File: config.mk
export PLATFORM = sky130hd
export DESIGN_NAME = pipeline_hazard_ctrl
export DESIGN_NICKNAME = d
export VERILOG_FILES = /design/src/rtl/pipe_ctrl_pkg.sv /design/src/rtl/sat_counter.sv /design/src/rtl/pipeline_hazard_ctrl.sv
export SDC_FILE = /design/constraint.sdc
export NUM_CORES = 1
export LEC_CHECK = 0
export BUFFER_PORTS_ARGS = -buffer_cell sky130_fd_sc_hd__buf_4
export CORE_MARGIN = 1
export CORE_UTILIZATION = 52
export DETAILED_ROUTE_END_ITERATION = 10
export HOLD_SLACK_MARGIN = 0.12
export MAX_ROUTING_LAYER = met4
export PLACE_DENSITY = 0.9
export REMOVE_ABC_BUFFERS = 1
export SLEW_MARGIN = 20
export SYNTH_ARGS = -nofsm -noshare
export SYNTH_HDL_FRONTEND = slang
export SYNTH_SLANG_ARGS = --single-unit
File: constraint.sdc
create_clock -name clk_i -period 2.4 [get_ports clk_i]
set_input_delay 0.12 -clock clk_i [delete_from_list [all_inputs] [get_ports clk_i]]
set_output_delay 0.12 -clock clk_i [all_outputs]
set_load 0.02 [all_outputs]
File: src/rtl/pipe_ctrl_pkg.sv
// Shared types and constants for the pipeline stall/flush controller.
// Holds the FSM state enum, register-address width and the x0 constant.
package pipe_ctrl_pkg;

  localparam int REG_AW = 5;
  localparam logic [REG_AW-1:0] REG_X0 = '0;

  typedef enum logic [1:0] {
    RUN,
    MEM_WAIT,
    ERR
  } state_e;

endpackage

File: src/rtl/sat_counter.sv
// Saturating up-counter: holds at all-ones instead of wrapping.
// Ports: clk_i, rst_ni (async low), inc_i, cnt_o[W-1:0].
module sat_counter #(
  parameter int W = 16
) (
  input  logic         clk_i,
  input  logic         rst_ni,
  input  logic         inc_i,
  output logic [W-1:0] cnt_o
);

  logic [W-1:0] cnt_q, cnt_d;

  always_comb begin
    cnt_d = cnt_q;
    if (inc_i && (cnt_q != '1))
      cnt_d = cnt_q + 1'b1;
  end

  always_ff @(posedge clk_i or negedge rst_ni) begin
    if (!rst_ni) cnt_q <= '0;
    else         cnt_q <= cnt_d;
  end

  assign cnt_o = cnt_q;

endmodule

File: src/rtl/pipeline_hazard_ctrl.sv
// Stall/flush controller: load-use, taken branch, memory-miss freeze
// with timeout FSM, sticky error and saturating stall/flush counters.
module pipeline_hazard_ctrl
  import pipe_ctrl_pkg::*;
#(
  parameter int MAX_WAIT = 64,
  parameter int CNT_W    = 16
) (
  input  logic              clk_i,
  input  logic              start_i,
  input  logic              IDEX_MemRead_i,
  input  logic [REG_AW-1:0] IDEX_RDaddr_i,
  input  logic [REG_AW-1:0] IFID_RS1addr_i,
  input  logic [REG_AW-1:0] IFID_RS2addr_i,
  input  logic              Branch_taken_i,
  input  logic              mem_req_i,
  input  logic              mem_ack_i,
  output logic              PCWrite_o,
  output logic              IFID_Stall_o,
  output logic              IFID_Flush_o,
  output logic              IDEX_Bubble_o,
  output logic              Freeze_o,
  output logic              err_o,
  output logic [CNT_W-1:0]  stall_cnt_o,
  output logic [CNT_W-1:0]  flush_cnt_o
);

  localparam int WAIT_W = (MAX_WAIT > 1) ? $clog2(MAX_WAIT) : 1;
  localparam logic [WAIT_W-1:0] WAIT_LAST = WAIT_W'(MAX_WAIT - 1);

  state_e            state_q, state_d;
  logic [WAIT_W-1:0] wait_q, wait_d;
  logic              err_q, err_d;

  logic load_use;
  logic freeze;
  logic lu_only;
  logic br_only;

  always_comb begin
    state_d = state_q;
    wait_d  = wait_q;
    err_d   = err_q;
    unique case (state_q)
      RUN: begin
        if (mem_req_i && !mem_ack_i) begin
          state_d = MEM_WAIT;
          wait_d  = '0;
        end
      end
      MEM_WAIT: begin
        if (mem_ack_i) begin
          state_d = RUN;
        end else if (wait_q == WAIT_LAST) begin
          state_d = ERR;
          err_d   = 1'b1;
        end else begin
          wait_d = wait_q + 1'b1;
        end
      end
      ERR: begin
        state_d = ERR;
      end
      default: begin
        state_d = RUN;
      end
    endcase
  end

  always_ff @(posedge clk_i or negedge start_i) begin
    if (!start_i) begin
      state_q <= RUN;
      wait_q  <= '0;
      err_q   <= 1'b0;
    end else begin
      state_q <= state_d;
      wait_q  <= wait_d;
      err_q   <= err_d;
    end
  end

  assign load_use = IDEX_MemRead_i
                  && (IDEX_RDaddr_i != REG_X0)
                  && ((IDEX_RDaddr_i == IFID_RS1addr_i)
                   || (IDEX_RDaddr_i == IFID_RS2addr_i));

  // A same-cycle ack is a hit, so only an unacked request freezes.
  assign freeze  = (mem_req_i && !mem_ack_i) || (state_q == ERR);
  assign lu_only = !freeze && load_use;
  assign br_only = !freeze && !load_use && Branch_taken_i;

  always_comb begin
    PCWrite_o     = 1'b1;
    IFID_Stall_o  = 1'b0;
    IFID_Flush_o  = 1'b0;
    IDEX_Bubble_o = 1'b0;
    unique case (1'b1)
      freeze: begin
        PCWrite_o    = 1'b0;
        IFID_Stall_o = 1'b1;
      end
      lu_only: begin
        PCWrite_o     = 1'b0;
        IFID_Stall_o  = 1'b1;
        IDEX_Bubble_o = 1'b1;
      end
      br_only: begin
        IFID_Flush_o = 1'b1;
      end
      default: begin
        PCWrite_o = 1'b1;
      end
    endcase
  end

  assign Freeze_o = freeze;
  assign err_o    = err_q;

  sat_counter #(.W(CNT_W)) u_stall_cnt (
    .clk_i  (clk_i),
    .rst_ni (start_i),
    .inc_i  (freeze || load_use),
    .cnt_o  (stall_cnt_o)
  );

  sat_counter #(.W(CNT_W)) u_flush_cnt (
    .clk_i  (clk_i),
    .rst_ni (start_i),
    .inc_i  (IFID_Flush_o),
    .cnt_o  (flush_cnt_o)
  );

endmodule

==> run_results.csv, run 1 <==
group,metric,value,unit
synthesis,syn_area,2190,sq um
routing,totalWireLength,4.75,mm
timing,tns,0,ns
power,p_leak,0.00129,uW
outcome,status,"completed",
worst_setup_path,rr_startpoint,"state_q[0]",
synthesis,ys_warn_count,0,
synthesis,post_synth.cell_area_avg,10.1,sq um
grt,grt_max_degree,42,
worst_setup_path,end_kind,"primary output",
routing,via_per_inst,5.55,
timing,fin_crit_sh,89.7,%
worst_setup_path,crit_path_max_incr_delay,0.48,ns
timing,hold_viol,0,
worst_setup_path,worst-path-buf-inv,3,
worst_setup_path,critPathSlowestCell,"a21oi_4",
clock_network,clk_pin_slew,0.08,ns
final_layout,fin_util,69.6,%
worst_setup_path,worstPathMaxFanout,18,
synthesis,synth_area_leaders,"dfrtp_1 47%, xnor2_1 9.2%, xor2_1 5.2%",
worst_setup_path,required,2.28,ns
routing,drc_errors,0,
place,gp_congestion,0.806,
synthesis,synth_flop_cell,"dfrtp_1",
worst_setup_path,path_cells,"nand2b_1 > o21ai_0 > a21oi_4 > buf_4 > inv_1 > buf_4",
synthesis,ys_seq_elements,41,
hold_path,whs_path_depth,3,
routing,dr.first_iter.drc_count,147,
final_layout,drive_gt1_share,28.0,%
grt,antenna_found_initial,0,
final_layout,antennaDiodeCount,0,
worst_setup_path,path_delay_family,"compound AO/OA/AOI/OAI gates",
timing,setup_violations,0,
place,dp_hpwl,3.43,mm
hold_path,min_to,"u_flush_cnt.cnt_o[10]",
grt,grt_pass1_wl,7.85,mm
timing,fmax,465,MHz
grt,grt_overflow,0,
worst_setup_path,cp_common_cell,"buf_4",
worst_setup_path,arrival,2.03,ns
hold_path,hp-class,"in -> reg",
grt,grt_pass1_vias,1733,
synthesis,yosys.cell_count.top_type,"dfrtp_1",
clock_network,cts_buffers,5,
timing,fin_worst_skew,0.00757,ns
clock_network,cts_resized,0,
final_layout,area_growth,27.8,%
floorplanning,fp.dieH,67.0,um
floorplanning,die_area,4480,sq um
final_layout,layout.nets,306,
clock_network,clock_latency,0.30,ns
clock_network,cts_buffer_depth,2,
floorplanning,start_util,54.5,%
run,maxCapViolations,0,
routing,vias,1843,
floorplanning,rows,23,
worst_setup_path,start_kind,"flop",
clock_network,cts_tree,"built",
clock_network,h-tree-depth,2,
timing,rsz0062_at_grt,"false",
hold_path,min_from,"Branch_taken_i",
synthesis,synth_top_area_share,46.8,%
synthesis,ys_types,36,
clock_network,cts_sinks,41,
synthesis,synth_area_leader_cell,"dfrtp_1",
worst_setup_path,r2r-end,"wait_q[5]",
floorplanning,core,4030,sq um
synthesis,netlist_instances,218,
synthesis,ys_seq_area_share,46.8,%
timing,maxSlewHeadroom,52.9,%
worst_setup_path,reg2regPathDepth,6,
routing,ant_nets,0,
floorplanning,die_w,67.0,um
grt,grt_usage,24.6,%
synthesis,yosys-top-cells-count,"41 x dfrtp_1, 23 x xnor2_1, 21 x nand2_1, 16 x nand4_1, 14 x nand3_1",
timing,finalMaxSlewViolations,0,
routing,drt-pass1-iter-count,4,
timing,min_period,2.15,ns
power,ir_worst_vdd,473,uV
power,power_density,799,nW/um^2
clock_network,clockRootBuffer,"clkbuf_8",
timing,worst_slew_pin_slew,0.700,ns
worst_setup_path,r2r_slack,0.38,ns
synthesis,synth_edf_count,0,
floorplanning,io_pins,59,
place,port_buffers,58,
worst_setup_path,critical_path_class,"reg -> out",
routing,wl_per_cell,14.3,um
synthesis,async_flop_share,100,%
[timing repair]
action	4_1_cts	5_1_grt
hold buffers	2	0
setup buffers	0	0
hold endpoints to repair	44	0
setup endpoints to repair	0	0
[through the flow]
step / cell area [sq um] / std cells / power [uW] / worst slack [ns] / hold WS [ns]
floorplan: 2150 / 211 / 1390 / 0.107 / -0.176
global placement: 2680 / 323 / 1680 / 0.392 / 0.124
detailed placement: 2680 / 323 / 1710 / 0.329 / 0.132
CTS: 2810 / 332 / 2260 / 0.238 / 0.173
global route: 2810 / 332 / 2370 / 0.124 / 0.198
finish: 2810 / 332 / 2240 / 0.248 / 0.182
[worst max path at each step]
stage / from / to / slack (ns) / cells after the start
floorplan: u_stall_cnt.cnt_o[2] / u_stall_cnt.cnt_o[1] / 0.11 / 5
global placement: IDEX_RDaddr_i[1] / u_flush_cnt.cnt_o[1] / 0.39 / 6
detailed placement: IDEX_RDaddr_i[1] / u_flush_cnt.cnt_o[4] / 0.33 / 7
CTS: state_q[0] / IFID_Stall_o / 0.24 / 6
global route: state_q[0] / IFID_Stall_o / 0.12 / 6
finish: state_q[0] / IFID_Stall_o / 0.25 / 6
[worst register-to-register path, stage by stage (launching register included)]
cell	delay, ns
dfrtp_1	0.42
nor4b_2	0.51
nor2_1	0.11
a21oi_2	0.24
nand4_1	0.19
or3_1	0.34
a21oi_1	0.14
[routing by layer]
| metal | vias to the layer above | wire length, um | global-route usage, % |
|---|---|---|---|
| met3 | 8 | 246 | 4.97 |
| met2 | 52 | 2420 | 41.4 |
| met4 | 0 | 57 | 10.4 |
| li1 | 910 | - | - |
| met1 | 873 | 2030 | 28.3 |
| met5 | - | 0 | - |
[sequential cells by signal (all words and copies together) (netlist names)]
signal and flops:
state_q 2, err_o 1, wait_q 6, u_stall_cnt.cnt_o 16
u_flush_cnt.cnt_o 16
[placed cells by master, fill, tap and decap left out, drive strengths merged, types with 2 or more instances in the layout]
| cell | netlist | layout |
|---|---|---|
| or3 | 3 | 3 |
| o22ai | 2 | 2 |
| xnor2 | 23 | 23 |
| dlygate4sd3 | 0 | 2 |
| clkbuf | 4 | 5 |
| nor4 | 6 | 6 |
| xor2 | 13 | 13 |
| mux2 | 6 | 6 |
| o21ai | 6 | 6 |
| ha | 3 | 3 |
| dfrtp | 41 | 41 |
| nor3 | 6 | 6 |
| nor2 | 10 | 10 |
| nand2 | 21 | 21 |
| inv | 6 | 6 |
| buf | 3 | 62 |
| a21oi | 6 | 6 |
| nand3 | 15 | 15 |
| nand4 | 16 | 16 |
| and4 | 4 | 4 |
| nor3b | 2 | 2 |
| and3 | 12 | 12 |
| nand2b | 2 | 2 |
[logic make-up (layout without fill, tap and decap cells)]
family | count (synthesis) | after routing | share of synthesized area, %
buffers and inverters | 13 | 77 | 2.91
xor gates and xnor gates | 36 | 36 | 14.4
adders and majority gates | 3 | 3 | 1.71
DFF | 41 | 41 | 46.8
muxes | 7 | 7 | 3.71
and+or+nand+nor | 101 | 101 | 25.3
AOI/OAI and AO/OA | 17 | 17 | 5.25
[cell type report]
type,count,area (sq um)
clock inverters,2,35.0
fillers,309,1220
repair buffers,64,485
inverters,6,22.5
clock buffers,5,68.8
well taps,50,62.6
flip-flops and latches,41,1030
multi-input cells,164,1100
[report_power, final]
| part | leakage, uW | switching, uW | internal [uW] |
|---|---|---|---|
| clock network | 0.0000540 | 239 | 302 |
| logic | 0.000730 | 367 | 336 |
| registers | 0.000504 | 174 | 823 |
| total | 0.00129 | 781 | 1460 |
Power figures use the tool's default switching activity.
==> run 2, diff against run 1 <==
- CORE_MARGIN: 1 -> 3
- clock period: 2.4 -> 2.02 ns (I/O delays scaled with it)
==> run_results.csv, run 2 (synthesized netlist as in run 1, its figures left out) <==
group,metric,value,unit
timing,rsz0062_at_grt,"false",
power,power,2750,uW
place,dp_cells,321,
floorplanning,start_util,56.9,%
worst_setup_path,end_kind,"flop",
power,power_density,973,nW/um^2
clock_network,cts_tree,"built",
floorplanning,die_w,71.0,um
hold_path,whs_path_depth,4,
final_layout,multi_input_area,1110,sq um
outcome,status,"completed",
worst_setup_path,start_kind,"flop",
worst_setup_path,critical_path_class,"reg -> reg",
hold_path,min_to,"state_q[1]",
grt,grt_pass1_vias,1823,
final_layout,postLayoutCellArea,2830,sq um
timing,maxSlewHeadroom,65.9,%
final_layout,most-common-layout-cells,"61 x buf_4, 41 x dfrtp_1, 23 x xnor2_1",
floorplanning,core,3850,sq um
final_layout,antennaDiodeCount,0,
final_layout,area_growth,28.8,%
routing,drc_errors,0,
place,gp_congestion,0.790,
timing,finalMaxSlewViolations,0,
floorplanning,die_area,5040,sq um
clock_network,cts_buffers,5,
timing,min_period,1.91,ns
worst_setup_path,required,2.21,ns
timing,fin_crit_sh,94.3,%
grt,grt_usage,21.9,%
floorplanning,rows,22,
power,ir_worst_vdd,791,uV
clock_network,clock_latency,0.30,ns
clock_network,clk_pin_slew,0.08,ns
worst_setup_path,r2r-end,"u_stall_cnt.cnt_o[15]",
place,dp_hpwl,3.69,mm
routing,vias,1903,
timing,setup_violations,0,
timing,hold_viol,0,
worst_setup_path,arrival,2.10,ns
place,port_buffers,58,
floorplanning,io_pins,59,
run,maxCapViolations,0,
timing,fin_worst_skew,0.00756,ns
final_layout,layout.cells.non_filler,330,
final_layout,fin_util,73.4,%
grt,grt_max_degree,42,
clock_network,cts_setup_buffers,0,
timing,fmax,525,MHz
final_layout,drive_gt1_share,29.1,%
clock_network,cts_sinks,41,
power,p_leak,0.00129,uW
worst_setup_path,r2r_slack,0.11,ns
grt,antenna_found_initial,0,
clock_network,cts_buffer_depth,2,
floorplanning,fp.dieH,71.0,um
routing,dr.first_iter.drc_count,133,
final_layout,layout.nets,305,
timing,worst_slew_pin_slew,0.512,ns
grt,grt_pass1_wl,8.60,mm
grt,grt_overflow,0,
worst_setup_path,rr_startpoint,"u_stall_cnt.cnt_o[2]",
place,place_area,2690,sq um
routing,wl_per_cell,15.7,um
clock_network,h-tree-depth,2,
hold_path,min_from,"mem_ack_i",
worst_setup_path,reg2regPathDepth,5,
routing,ant_nets,0,
routing,drt-pass1-iter-count,5,
hold_path,hp-class,"in -> reg",
final_layout,fillers,274,
final_layout,final_common_cell,"buf_4",
routing,totalWireLength,5.19,mm
routing,via_per_inst,5.77,
final_layout,seq_area,1030,sq um
clock_network,clockRootBuffer,"clkbuf_8",
worst_setup_path,worstPathMaxFanout,6,
## run 2: cell count changes in the layout (fill, tap and decap cells not counted), sizes merged
cell / before / now
clkbuf: 5 / 6
clkinv: 1 / 0
clkinvlp: 0 / 1
dlygate4sd3: 2 / 1
## run 2: cell type report
class / instances / share of cell area, %
Inverter: 6 / 0.796
Sequential cell: 41 / 36.3
Tap cell: 48 / 2.12
Timing Repair Buffer: 63 / 17.3
Clock inverter: 2 / 1.33
Multi-Input combinational cell: 164 / 39.3
Clock buffer: 6 / 2.92
## run 2: per-stage QoR
step / setup TNS [ns] / hold WS [ns] / setup slack, ns
6_report: 0 / 0.128 / 0.114
3_3_place_gp: 0 / 0.107 / 0.152
5_1_grt: 0 / 0.160 / 0.0275
2_1_floorplan: -2.05 / -0.195 / -0.273
4_1_cts: 0 / 0.132 / 0.127
3_5_place_dp: 0 / 0.110 / 0.0913
## run 2: worst max-delay path, stage by stage, from the launching register on
cell and delay, ns:
dfrtp_1 0.45, and4_1 0.29, and3_1 0.22, nand2_1 0.14, nor4_1 0.33, mux2_2 0.37
## run 2: worst max path at each step
stage / start / endpoint / slack (ns) / cells past startpoint
2_1_floorplan: u_stall_cnt.cnt_o[2] / u_stall_cnt.cnt_o[1] / -0.27 / 5
5_1_grt: u_stall_cnt.cnt_o[2] / u_stall_cnt.cnt_o[15] / 0.03 / 5
6_report: u_stall_cnt.cnt_o[2] / u_stall_cnt.cnt_o[15] / 0.11 / 5
4_1_cts: u_stall_cnt.cnt_o[2] / u_stall_cnt.cnt_o[15] / 0.13 / 5
3_3_place_gp: IDEX_RDaddr_i[1] / u_flush_cnt.cnt_o[1] / 0.15 / 7
3_5_place_dp: IDEX_RDaddr_i[4] / u_stall_cnt.cnt_o[15] / 0.09 / 8
## run 2: timing repair
action                                 4_1_cts  5_1_grt
endpoints found under the hold margin       41        0
gates resized for setup                      0        2
hold buffers                                 1        0
setup endpoints to repair                    0        3
## run 2: power breakdown
part / internal (uW) / switching, uW
combinational: 404 / 458
clock: 402 / 295
sequential: 977 / 216
total: 1780 / 969
## run 2: routing by layer
layer | vias up | global-route usage, % | wire [um]
li1 | 902 | - | -
met1 | 910 | 28.4 | 2250
met2 | 80 | 33.7 | 2550
met3 | 11 | 3.69 | 290
met4 | 0 | 9.81 | 99
met5 | - | - | 0
==> run 3, diff against run 2 <==
- CORE_UTILIZATION: 52 -> 40
- PLACE_DENSITY: 0.9 -> 0.75
==> run_results.csv, run 3 (synthesized netlist as in run 1, its figures left out) <==
group,metric,value,unit
outcome,status,"completed",
worst_setup_path,required,2.20,ns
final_layout,layout.nets,316,
worst_setup_path,worstPathMaxFanout,5,
floorplanning,core,5200,sq um
clock_network,cts_sinks,41,
hold_path,min_from,"Branch_taken_i",
power,intPower,1830,uW
hold_path,hp-class,"in -> reg",
floorplanning,io_pins,59,
final_layout,postLayoutCellArea,2920,sq um
routing,drt-pass1-iter-count,4,
worst_setup_path,cp_num_cells,7,
worst_setup_path,r2r_slack,0.17,ns
power,pwr-share-comb,33.6,%
power,ir_worst_vdd,619,uV
worst_setup_path,start_kind,"input port",
timing,worst_slew_pin_slew,0.512,ns
final_layout,final_common_cell,"buf_4",
timing,fin_worst_skew,0.00758,ns
timing,maxSlewHeadroom,65.9,%
routing,vias,1858,
worst_setup_path,crit_path_max_incr_delay,0.53,ns
hold_path,whs_path_depth,3,
grt,antenna_found_initial,0,
timing,min_period,1.90,ns
clock_network,clock_latency,0.29,ns
clock_network,h-tree-depth,2,
final_layout,layout.cells.non_filler,363,
routing,wl_per_cell,13.0,um
power,seqPwrFrac,41.6,%
routing,drc_errors,0,
floorplanning,start_util,42.2,%
timing,fmax,527,MHz
timing,hold_viol,0,
grt,grt_pass1_vias,1813,
power,switching_share,33.9,%
timing,setup_slack,0.122,ns
grt,grt_max_degree,42,
clock_network,cts_tree,"built",
floorplanning,rows,26,
worst_setup_path,path_delay_family,"buffers and inverters",
worst_setup_path,critical_path_class,"in -> reg",
grt,grt_pass1_wl,7.98,mm
routing,totalWireLength,4.71,mm
power,power_density,948,nW/um^2
clock_network,clk_pin_slew,0.08,ns
routing,via_per_inst,5.12,
power,power.switching,940,uW
timing,finalMaxSlewViolations,0,
worst_setup_path,rr_startpoint,"u_stall_cnt.cnt_o[0]",
place,place_area,2760,sq um
routing,dr.first_iter.drc_count,62,
final_layout,area_growth,33.1,%
run,maxCapViolations,0,
final_layout,antennaDiodeCount,0,
worst_setup_path,cp_common_cell,"buf_4",
timing,fin_crit_sh,93.9,%
timing,setup_violations,0,
worst_setup_path,path_cells,"dlygate4sd3_1 > buf_4 > o21ai_0 > a21oi_4 > buf_4 > nor4_1 > mux2_2",
floorplanning,die_w,80.1,um
clock_network,cts_buffers,5,
worst_setup_path,end_kind,"flop",
grt,grt_overflow,0,
power,p_leak,0.00134,uW
floorplanning,die_area,6410,sq um
place,place_ws,0.00630,ns
routing,ant_nets,0,
place,port_buffers,58,
worst_setup_path,arrival,2.08,ns
power,clkPwrFrac,24.9,%
place,gp_congestion,0.800,
timing,rsz0062_at_grt,"false",
clock_network,clockRootBuffer,"clkbuf_8",
timing,tns,0,ns
hold_path,min_to,"u_flush_cnt.cnt_o[3]",
worst_setup_path,reg2regPathDepth,6,
final_layout,most-common-layout-cells,"72 x buf_4, 41 x dfrtp_1, 23 x xnor2_1",
place,dp_cells,350,
clock_network,cts_buffer_depth,2,
grt,grt_usage,16.2,%
worst_setup_path,worst-path-buf-inv,3,
floorplanning,fp.dieH,80.1,um
final_layout,fin_util,56.1,%
worst_setup_path,r2r-end,"u_stall_cnt.cnt_o[2]",
place,dp_hpwl,3.53,mm
worst_setup_path,critPathSlowestCell,"dlygate4sd3_1",
final_layout,drive_gt1_share,30.7,%
-- run 3: cell type report --
class                      instances  area [sq um]
sequential                        41          1030
clock buffer                       6          82.6
tap                               70          87.6
fill                             486          2280
multi-input combinational        164          1100
clock inverter                     2          37.5
inverter                           6          22.5
timing repair buffer              74           561
-- run 3: worst register-to-register path, delay by kind of cell, from the launching register on --
family / cells / cell delay, ns
AND/OR/NAND/NOR: 3 / 0.61
flip-flops: 1 / 0.46
adder cells (fa/ha/maj): 1 / 0.27
buffers and inverters: 1 / 0.23
XOR/XNOR: 1 / 0.14
-- run 3: worst max path at each step --
stage                               startpoint               endpoint  slack (ns)
after floorplan           u_stall_cnt.cnt_o[2]   u_stall_cnt.cnt_o[1]       -0.27
final                                mem_ack_i  u_stall_cnt.cnt_o[15]        0.12
after global placement        IDEX_RDaddr_i[1]  u_flush_cnt.cnt_o[10]        0.06
after global routing                 mem_ack_i  u_stall_cnt.cnt_o[15]        0.01
after CTS                            mem_ack_i  u_stall_cnt.cnt_o[15]        0.13
after detailed placement      IDEX_RDaddr_i[1]   u_flush_cnt.cnt_o[2]       0.006
-- run 3: layer usage --
layer / wire length (um) / GRT usage, %
met5: 0 / -
met4: 19 / 4.73
met3: 194 / 4.15
met2: 2340 / 26.0
met1: 2160 / 20.3
-- run 3: per-stage QoR --
stage | power, uW | hold WS, ns
after floorplan | 1650 | -0.195
after global placement | 2060 | 0.110
after detailed placement | 2090 | 0.111
after CTS | 2800 | 0.159
after global routing | 2940 | 0.164
final | 2770 | 0.170
-- run 3: power groups by stage --
stage	logic [uW]	registers [uW]	clock network (uW)
2_1_floorplan	336	1310	0
3_3_place_gp	903	1160	0
3_5_place_dp	923	1160	0
4_1_cts	938	1150	712
5_1_grt	1020	1180	748
6_report	930	1150	688
-- run 3: repair_timing --
action | in CTS | in global routing
hold buffers | 2 | 0
endpoints found under the setup margin | 1 | 0
buffers inserted | 3 | 0
resized for setup | 0 | 0
endpoints found under the hold margin | 42 | 0
